File: config.mk
export PLATFORM = sky130hd
export DESIGN_NAME = dec_hazard_ctrl
export DESIGN_NICKNAME = d
export VERILOG_FILES = /design/src/rtl/dec_hazard_ctrl_pkg.sv /design/src/rtl/dec_hazard_ctrl_tracker.sv /design/src/rtl/dec_hazard_ctrl.sv
export SDC_FILE = /design/constraint.sdc
export NUM_CORES = 1
export LEC_CHECK = 0
export ABC_CLOCK_PERIOD_IN_PS = 2000
export CORE_ASPECT_RATIO = 0.75
export CORE_MARGIN = 2
export CORE_UTILIZATION = 39
export DETAILED_ROUTE_END_ITERATION = 10
export PLACE_DENSITY = 0.77
export SLEW_MARGIN = 20
export SYNTH_ARGS = -nofsm -noshare
export SYNTH_HDL_FRONTEND = slang
export SYNTH_HIERARCHICAL = 1
export SYNTH_SLANG_ARGS = --single-unit
File: constraint.sdc
create_clock -name CLK -period 2 [get_ports CLK]
set_input_delay 0.4 -clock CLK [delete_from_list [all_inputs] [get_ports CLK]]
set_output_delay 0.4 -clock CLK [all_outputs]
set_load 0.01 [all_outputs]
File: src/rtl/dec_hazard_ctrl_pkg.sv
// dec_hazard_ctrl_pkg: shared FSM encodings, CSR funct3 constant and opcode values for the decode hazard controller.
package dec_hazard_ctrl_pkg;
  typedef enum logic {HZ_IDLE = 1'b0, HZ_FLUSH = 1'b1} hz_state_e;
  localparam logic [2:0] CSR_FUNCT3_NONE = 3'b000;
  localparam logic [6:0] INST_LOAD   = 7'b0000011;
  localparam logic [6:0] INST_BRANCH = 7'b1100011;
  localparam logic [6:0] INST_SYSTEM = 7'b1110011;
  function automatic logic is_csr_op(input logic is_system, input logic [2:0] funct3);
    return is_system & (funct3 != CSR_FUNCT3_NONE);
  endfunction
endpackage

File: src/rtl/dec_hazard_ctrl_tracker.sv
// hazard_inflight_tracker: shift-register record of issued instructions (and which were CSRs) until they retire at the MSB.
module hazard_inflight_tracker #(
  parameter int DRAIN_DEPTH = 3
) (
  input  logic CLK,
  input  logic RSTN,
  input  logic en,
  input  logic in_vld,
  input  logic in_csr,
  output logic any_vld,
  output logic any_csr
);
  logic [DRAIN_DEPTH-1:0] vld, csr;
  always_ff @(posedge CLK or negedge RSTN) begin
    if (!RSTN) begin
      vld <= '0;
      csr <= '0;
    end else if (en) begin
      vld <= {vld[DRAIN_DEPTH-2:0], in_vld};
      csr <= {csr[DRAIN_DEPTH-2:0], in_csr};
    end
  end
  assign any_vld = |vld;
  assign any_csr = |csr;
endmodule

File: src/rtl/dec_hazard_ctrl.sv
// dec_hazard_ctrl: decode hazard controller (load-use, redirect flush, CSR drain, memory stall).
// Define HAZ_PERF_CNT_EN to add 32-bit per-control event counters.
module dec_hazard_ctrl
  import dec_hazard_ctrl_pkg::*;
#(
  parameter int FLUSH_CYC   = 2,
  parameter int DRAIN_DEPTH = 3
) (
  input  logic       CLK,
  input  logic       RSTN,
  input  logic       dec_inst_vld,
  input  logic [4:0] dec_rs1,
  input  logic [4:0] dec_rs2,
  input  logic       dec_rs1_ren,
  input  logic       dec_rs2_ren,
  input  logic       dec_is_system,
  input  logic [2:0] dec_funct3,
  input  logic [4:0] ex_rd,
  input  logic       ex_rd_wen,
  input  logic       ex_is_load,
  input  logic       br_taken,
  input  logic       mem_stall,
  output logic       dec_freeze,
  output logic       nop_insert,
  output logic       alu_flush,
  output logic       csr_hazard,
  output logic       pc_hold
`ifdef HAZ_PERF_CNT_EN
  ,
  output logic [31:0] perf_lu_cnt,
  output logic [31:0] perf_csr_cnt,
  output logic [31:0] perf_flush_cnt,
  output logic [31:0] perf_freeze_cnt
`endif
);
  localparam logic [1:0] FLUSH_LOAD = 2'(FLUSH_CYC - 1);
  hz_state_e state, state_nx;
  logic [1:0] flush_cnt, flush_cnt_nx;
  logic act, run, is_csr, load_use, csr_raw, issue, any_vld, any_csr;
  // act keeps every control quiet during reset and the first cycle after release
  always_ff @(posedge CLK or negedge RSTN) begin
    if (!RSTN) begin
      act       <= 1'b0;
      state     <= HZ_IDLE;
      flush_cnt <= 2'd0;
    end else begin
      act       <= 1'b1;
      state     <= state_nx;
      flush_cnt <= flush_cnt_nx;
    end
  end
  assign run    = act & ~mem_stall;
  assign is_csr = is_csr_op(dec_is_system, dec_funct3);
  assign load_use = dec_inst_vld & ex_is_load & ex_rd_wen & (ex_rd != 5'd0) &
                    ((dec_rs1_ren & (dec_rs1 == ex_rd)) | (dec_rs2_ren & (dec_rs2 == ex_rd)));
  assign csr_raw  = dec_inst_vld & ((is_csr & any_vld) | any_csr);
  // FLUSH holds the registered tail; the redirect cycle itself is covered by br_taken directly
  always_comb begin
    state_nx     = state;
    flush_cnt_nx = flush_cnt;
    if (run) begin
      if (br_taken && FLUSH_CYC > 1) begin
        state_nx     = HZ_FLUSH;
        flush_cnt_nx = FLUSH_LOAD;
      end else if (state == HZ_FLUSH) begin
        state_nx     = (flush_cnt <= 2'd1) ? HZ_IDLE : HZ_FLUSH;
        flush_cnt_nx = (flush_cnt <= 2'd1) ? 2'd0 : flush_cnt - 2'd1;
      end
    end
  end
  assign dec_freeze = act & mem_stall;
  assign alu_flush  = run & (br_taken | (state == HZ_FLUSH));
  assign csr_hazard = run & ~alu_flush & csr_raw;
  assign nop_insert = run & ~alu_flush & ~csr_hazard & load_use;
  assign pc_hold    = dec_freeze | csr_hazard | nop_insert;
  assign issue      = run & dec_inst_vld & ~alu_flush & ~csr_hazard & ~nop_insert;
  hazard_inflight_tracker #(.DRAIN_DEPTH(DRAIN_DEPTH)) u_trk (
    .CLK     (CLK),
    .RSTN    (RSTN),
    .en      (run),
    .in_vld  (issue),
    .in_csr  (issue & is_csr),
    .any_vld (any_vld),
    .any_csr (any_csr)
  );
`ifdef HAZ_PERF_CNT_EN
  always_ff @(posedge CLK or negedge RSTN) begin
    if (!RSTN) begin
      perf_lu_cnt     <= '0;
      perf_csr_cnt    <= '0;
      perf_flush_cnt  <= '0;
      perf_freeze_cnt <= '0;
    end else begin
      perf_lu_cnt     <= perf_lu_cnt + 32'(nop_insert);
      perf_csr_cnt    <= perf_csr_cnt + 32'(csr_hazard);
      perf_flush_cnt  <= perf_flush_cnt + 32'(alu_flush);
      perf_freeze_cnt <= perf_freeze_cnt + 32'(dec_freeze);
    end
  end
`endif
endmodule
# Yosys cells after proc, flatten, opt, wreduce, memory -nomap -nowiden
# Index checks and enable logic that the tools add are counted.
# totals
latchBits,0
ramBits,0
mem_count,0
input_bits,28
ff_bits,10
mem_bits_ro,0
wordCells,51
out_inout_bits,5
# classes
add_sub_neg,1
multipliers,0
reduce_logical,6
div,0
order_cmp,1
bitwise_logic,30
n_shift,0
n_eq_ne,2
muxes,6
# ops
op,n
$and 1x1->1,21
$eq 5x5->1,2
$mux 2,3
$reduce_or 3->1,2
$or 1x1->1,5
$reduce_bool 5->1,1
$not 1->1,4
$mux 1,3
$reduce_bool 3->1,1
$le 2x1->1 const B,1
$reduce_and 2->1,1
$reduce_bool 2->1,1
$sub 2x1->2 const B,1

# Depth between registers and ports, before layout
# Gate-level depths: netlist of run 1.
# depth
depth_word,12
depth_mapped,5
mapped_depth_nobuf,5

# Modules after synthesis
# Netlist of run 1, hierarchy kept.
# by_module_without_submodules
module,area_per_inst_um2,seq_area_each_um2,n_inst,cells_each
dec_hazard_ctrl,419.2,100.1,1,53
hazard_inflight_tracker,264.0,150.1,1,15

# Least setup slack after synthesis of run 1
# Ideal clock, no wire load.
# synth_timing
path_kind,input to output
from,input dec_funct3[1]
to,output pc_hold
required_ps,1600
n_path_buf,0
path_stages,4
arrival_ps,1274
slack_ps,326
cell_sequence,or3_4 > a31oi_4 > o21bai_1 > a21o_1
# synth_between
elab_chain_len,10
elab_cells_between_ends,11
cone_classes,bitwise (10); reduce/logical (1)
# synth_rtl
element,line_no,rtl
"start, declared",dec_hazard_ctrl.sv:17,"input logic [2:0] dec_funct3,"
$reduce_bool 3->1 (*),dec_hazard_ctrl_pkg.sv:9,return is_system & (funct3 != CSR_FUNCT3_NONE);
$and 1x1->1 (*),dec_hazard_ctrl_pkg.sv:9,
$and 1x1->1 (*),dec_hazard_ctrl.sv:56,assign csr_raw = dec_inst_vld & ((is_csr & any_vld) | any_csr);
$or 1x1->1 (*),dec_hazard_ctrl.sv:56,
$and 1x1->1 (*),dec_hazard_ctrl.sv:56,
$and 1x1->1 (*),dec_hazard_ctrl.sv:73,assign csr_hazard = run & ~alu_flush & csr_raw;
$not 1->1,dec_hazard_ctrl.sv:74,assign nop_insert = run & ~alu_flush & ~csr_hazard & load_use;
$and 1x1->1 (2 in series),dec_hazard_ctrl.sv:74,
$or 1x1->1 (*),dec_hazard_ctrl.sv:75,assign pc_hold = dec_freeze | csr_hazard | nop_insert;
"end, declared",dec_hazard_ctrl.sv:27,output logic pc_hold
# Mark *: on every way between the ends. The rest lies on a longest branch, timed or not.

# Final worst setup path of run 1
# layout_timing
from,register u_trk.vld[1]
to,output nop_insert
# layout_between
elab_chain_len,8
# layout_rtl
element,line_no,rtl
"start, declared",dec_hazard_ctrl_tracker.sv:13,"logic [DRAIN_DEPTH-1:0] vld, csr;"
"start signal, assigned",dec_hazard_ctrl_tracker.sv:19,"vld <= {vld[DRAIN_DEPTH-2:0], in_vld};"
$reduce_or 3->1,dec_hazard_ctrl_tracker.sv:23,assign any_vld = |vld;
named net any_vld,dec_hazard_ctrl.sv:39,"logic act, run, is_csr, load_use, csr_raw, issue, any_vld, any_csr;"
$and 1x1->1,dec_hazard_ctrl.sv:56,
$or 1x1->1,dec_hazard_ctrl.sv:56,
$and 1x1->1,dec_hazard_ctrl.sv:56,
$and 1x1->1,dec_hazard_ctrl.sv:73,
$not 1->1,dec_hazard_ctrl.sv:74,
$and 1x1->1 (2 in series),dec_hazard_ctrl.sv:74,
"end, declared",dec_hazard_ctrl.sv:24,"output logic nop_insert,"
# The timed path passes the listed nets, and every way through them passes these cells.

==> results of run 1 <==
[cells in the final DEF (no fill, tap or decap), types with 2 or more instances in the layout]
master	synthesis	layout
sky130_fd_sc_hd__nand2_1	6	6
sky130_fd_sc_hd__clkdlybuf4s50_1	0	9
sky130_fd_sc_hd__buf_2	0	3
sky130_fd_sc_hd__dlymetal6s2s_1	0	2
sky130_fd_sc_hd__xnor2_1	10	10
sky130_fd_sc_hd__nor2_1	5	5
sky130_fd_sc_hd__a21oi_1	5	4
sky130_fd_sc_hd__buf_4	0	15
sky130_fd_sc_hd__dlygate4sd2_1	0	18
sky130_fd_sc_hd__or3_4	1	3
sky130_fd_sc_hd__mux2_4	6	6
sky130_fd_sc_hd__clkbuf_4	0	3
sky130_fd_sc_hd__inv_1	3	3
sky130_fd_sc_hd__nand4_1	3	3
sky130_fd_sc_hd__and2_1	4	4
sky130_fd_sc_hd__o21ai_0	2	2
sky130_fd_sc_hd__dfrtp_1	10	10
[worst paths after layout]
check	to	slack, ns	cells after the start
worst max-delay path	nop_insert	-0.06	5
worst min-delay path	u_trk/vld[0]	0.44	1
worst max register to register	u_trk/csr[0]	0.39	7
worst min register to register	flush_cnt[0]	0.53	2
max in group asynchronous	flush_cnt[1]	1.24	1
min in group CLK	flush_cnt[0]	0.53	2
[report_power, final]
| part | internal [mW] | switching [mW] | leakage [nW] |
|---|---|---|---|
| sequential | 0.215 | 0.00934 | 0.132 |
| combinational | 0.108 | 0.0676 | 0.430 |
| clock | 0.0697 | 0.0716 | 0.0138 |
| total | 0.393 | 0.149 | 0.575 |
[final cells by class]
cell class / instances / share of cell area
Clock buffer: 3 / 0.0194
Inverter: 3 / 0.00969
Multi-Input combinational cell: 54 / 0.378
Sequential cell: 10 / 0.215
Tap cell: 22 / 0.0237
Timing Repair Buffer: 48 / 0.354
[metal layers]
layer	GRT usage	up-vias	wire length (µm)
met5	0	-	0
met3	0.0896	7	120
li1	-	338	-
met1	0.226	320	794
met2	0.341	18	894
met4	0.103	0	45
[state kept, by name (all words and copies together), names as in the netlist]
| register | count |
|---|---|
| state | 1 |
| u_trk/csr | 3 |
| flush_cnt | 2 |
| act | 1 |
| u_trk/vld | 3 |
[cells by family after synthesis]
group / Yosys count
muxes: 6
DFF: 10
xor gates and xnor gates: 10
and+or+nand+nor: 25
other: 1
buffers and inverters: 4
AOI/OAI and AO/OA: 12
[through the flow]
stage / hold slack (ns) / total power [mW] / TNS [ns] / util
after floorplan: 0.104 / 0.297 / 0 / -
after global placement: 0.498 / 0.389 / -1.77 / 0.652
after detailed placement: 0.488 / 0.394 / -1.88 / 0.652
after CTS: 0.447 / 0.540 / -0.152 / 0.664
after global routing: 0.475 / 0.575 / -0.283 / 0.687
final: 0.441 / 0.541 / -0.0934 / 0.687
[synthesized netlist by cell type, drive strengths merged (2+ instances only)]
cell type	number
a21oi	5
and2	4
dfrtp	10
inv	3
mux2	6
nand2	6
nand4	3
nor2	5
o21ai	2
or3	3
xnor2	10
[repair_timing]
| action | 4_1_cts | 5_1_grt |
|---|---|---|
| gates resized for setup | 34 | 4 |
| setup buffers | 2 | 3 |
| pin swaps | 11 | 5 |
| endpoints found under the setup margin | 5 | 3 |
==> run_results.csv, run 1 <==
group,metric,value,unit
clock_tree,cts_max_path_buffers,2,
global_routing,grt_pass1_vias,668,
die,floorplan.die.width,52.3,µm
critical_path,crit_start,"u_trk/vld[1]",
critical_path,critical-path-slowest-cell,"sky130_fd_sc_hd__or3_4",
clock_tree,cts-hold-fix-buffers,0,
critical_path,critical-path-top-delay-family,"simple AND/OR/NAND/NOR gates",
critical_path,worstSetupEndpointType,"primary output",
synthesis,synth.area.mux_share,0.132,
job,max_cap_violations,0,
die,die_h,40.2,µm
clock_tree,htreeDepth,1,
placed_design,dp_cells,132,
clock_tree,clkSlewWorstSetupHoldPaths,0.07,ns
global_routing,grt_first_pass_wirelength,2.89,mm
sta,grt_setup_unrepaired,"true",
critical_path,crit_path_max_fanout,2,
placed_design,dp_worst_setup_slack,-0.655,ns
synthesis,post_synth_num_cell_types,23,
layout,drive_above_1_share,0.297,
detailed_routing,drc,0,
status,status,"finished, violations left",
layout,multi_input_area,439,µm²
synthesis,yosys.area_share.adder,0,
detailed_routing,detailedRoute.firstPassIterationCount,4,
die,die-area,2110,µm²
synthesis,netlist_instances,68,
die,core-area,1690,µm²
clock_tree,tritoncts_clock_tree,"yes",
placed_design,quantity_of_i_o_buffers_inserted_on_ports,32,
critical_path,worst_r2r_startpoint,"u_trk/vld[1]",
die,placement_rows,13,
synthesis,post-synth-top-area-cell,"sky130_fd_sc_hd__dfrtp_1",
layout,final_stage_net_count,148,
global_routing,overflow,0,
synthesis,synth_simple_gate_area_share,0.205,
synthesis,synth-async-reset-ratio,1.00,
die,initial_core_util,0.404,
die,design.portCount,33,
layout,post_route_insts_no_fill,140,
detailed_routing,avgViaCountPerCell,4.88,
worst_hold_path,hold_class,"in -> async",
status,violations,"setup timing",
detailed_routing,num_vias,683,
synthesis,synth_area_leaders,"sky130_fd_sc_hd__dfrtp_1 37%, sky130_fd_sc_hd__mux2_4 13%, sky130_fd_sc_hd__xnor2_1 13%",
critical_path,critPathBufInv,2,
layout,filler_cells,153,
synthesis,synth_seq_cells,10,
critical_path,timing.critical_path.slowest_cell_delay,0.40,ns
critical_path,worst_ep_required_time,1.60,ns
clock_tree,tritoncts.num_buffers,3,
sta,finalCritPeriodShare,1.03,
sta,finalWorstSetupSlack,-0.0626,ns
synthesis,synth.top_cell.area_share,0.366,
critical_path,worst-setup-path-type,"reg -> out",
sta,timing.clock.skew,0.00474,ns
detailed_routing,wl_per_cell,13.2,µm
sta,setup-violations-final,2,
sta,final_max_slew_viol_count,0,
sta,timing_hold_violations_final,0,
synthesis,synth-main-ff-cell,"sky130_fd_sc_hd__dfrtp_1",
synthesis,number_of_enable_flip_flop_cells_after_synthesis,0,
synthesis,synth-xor-area-share,0.128,
layout,diodes,0,
synthesis,summed_instance_area_of_the_synthesized_netlist,683,µm²
detailed_routing,final_antenna_net_count,0,
synthesis,syn_nets,96,
synthesis,synth.yosys.seq_area_share,0.366,
sta,timing.final.crit_period,2.06,ns
sta,max_freq,485,MHz
clock_tree,clock-root-buffer,"sky130_fd_sc_hd__clkbuf_4",
layout,final-seq-area,250,µm²
placed_design,total_cell_area_at_the_placement_stage,1100,µm²
power,power.density,466,nW/µm²
synthesis,ys.warnings.count,6,
critical_path,startpoint_type,"flip-flop",
clock_tree,clk-insertion-delay-late,0.27,ns
layout,finalInstanceArea,1160,µm²
synthesis,synth_top_family_by_area,"simple AND/OR/NAND/NOR gates",
detailed_routing,detail_route.wirelength,1.85,mm
layout,syn_to_final_growth,70.1,%
clock_tree,clkSinkCount,10,
synthesis,syn_area_per_cell,10.0,µm²
global_routing,antenna_violations_before_repair,0,
placed_design,hpwl,1.45,mm
global_routing,grtUsageTotal,0.204,
critical_path,crit_path_cell_trace,"or3_4, a31oi_4, buf_6, o2111a_1, buf_2",
placed_design,final_weighted_congestion_of_routability_driven_global_placement,0.810,
power,power_leakage,0.575,nW
critical_path,arrival,1.66,ns
detailed_routing,drt_iter0_markers,3,
global_routing,grt_start_max_net_pins,11,
power,maximum_resistive_drop_on_vdd,0.000342,V
synthesis,synth-compound-area-share,0.130,
No activity file was read; power rests on OpenSTA's default activity.
==> inputs of run 2 (changes only) <==
Settings changed: CAP_MARGIN set to 5.
==> results of run 2 <==
Same layout as run 1: the final DEF is identical, and so are final timing and power.
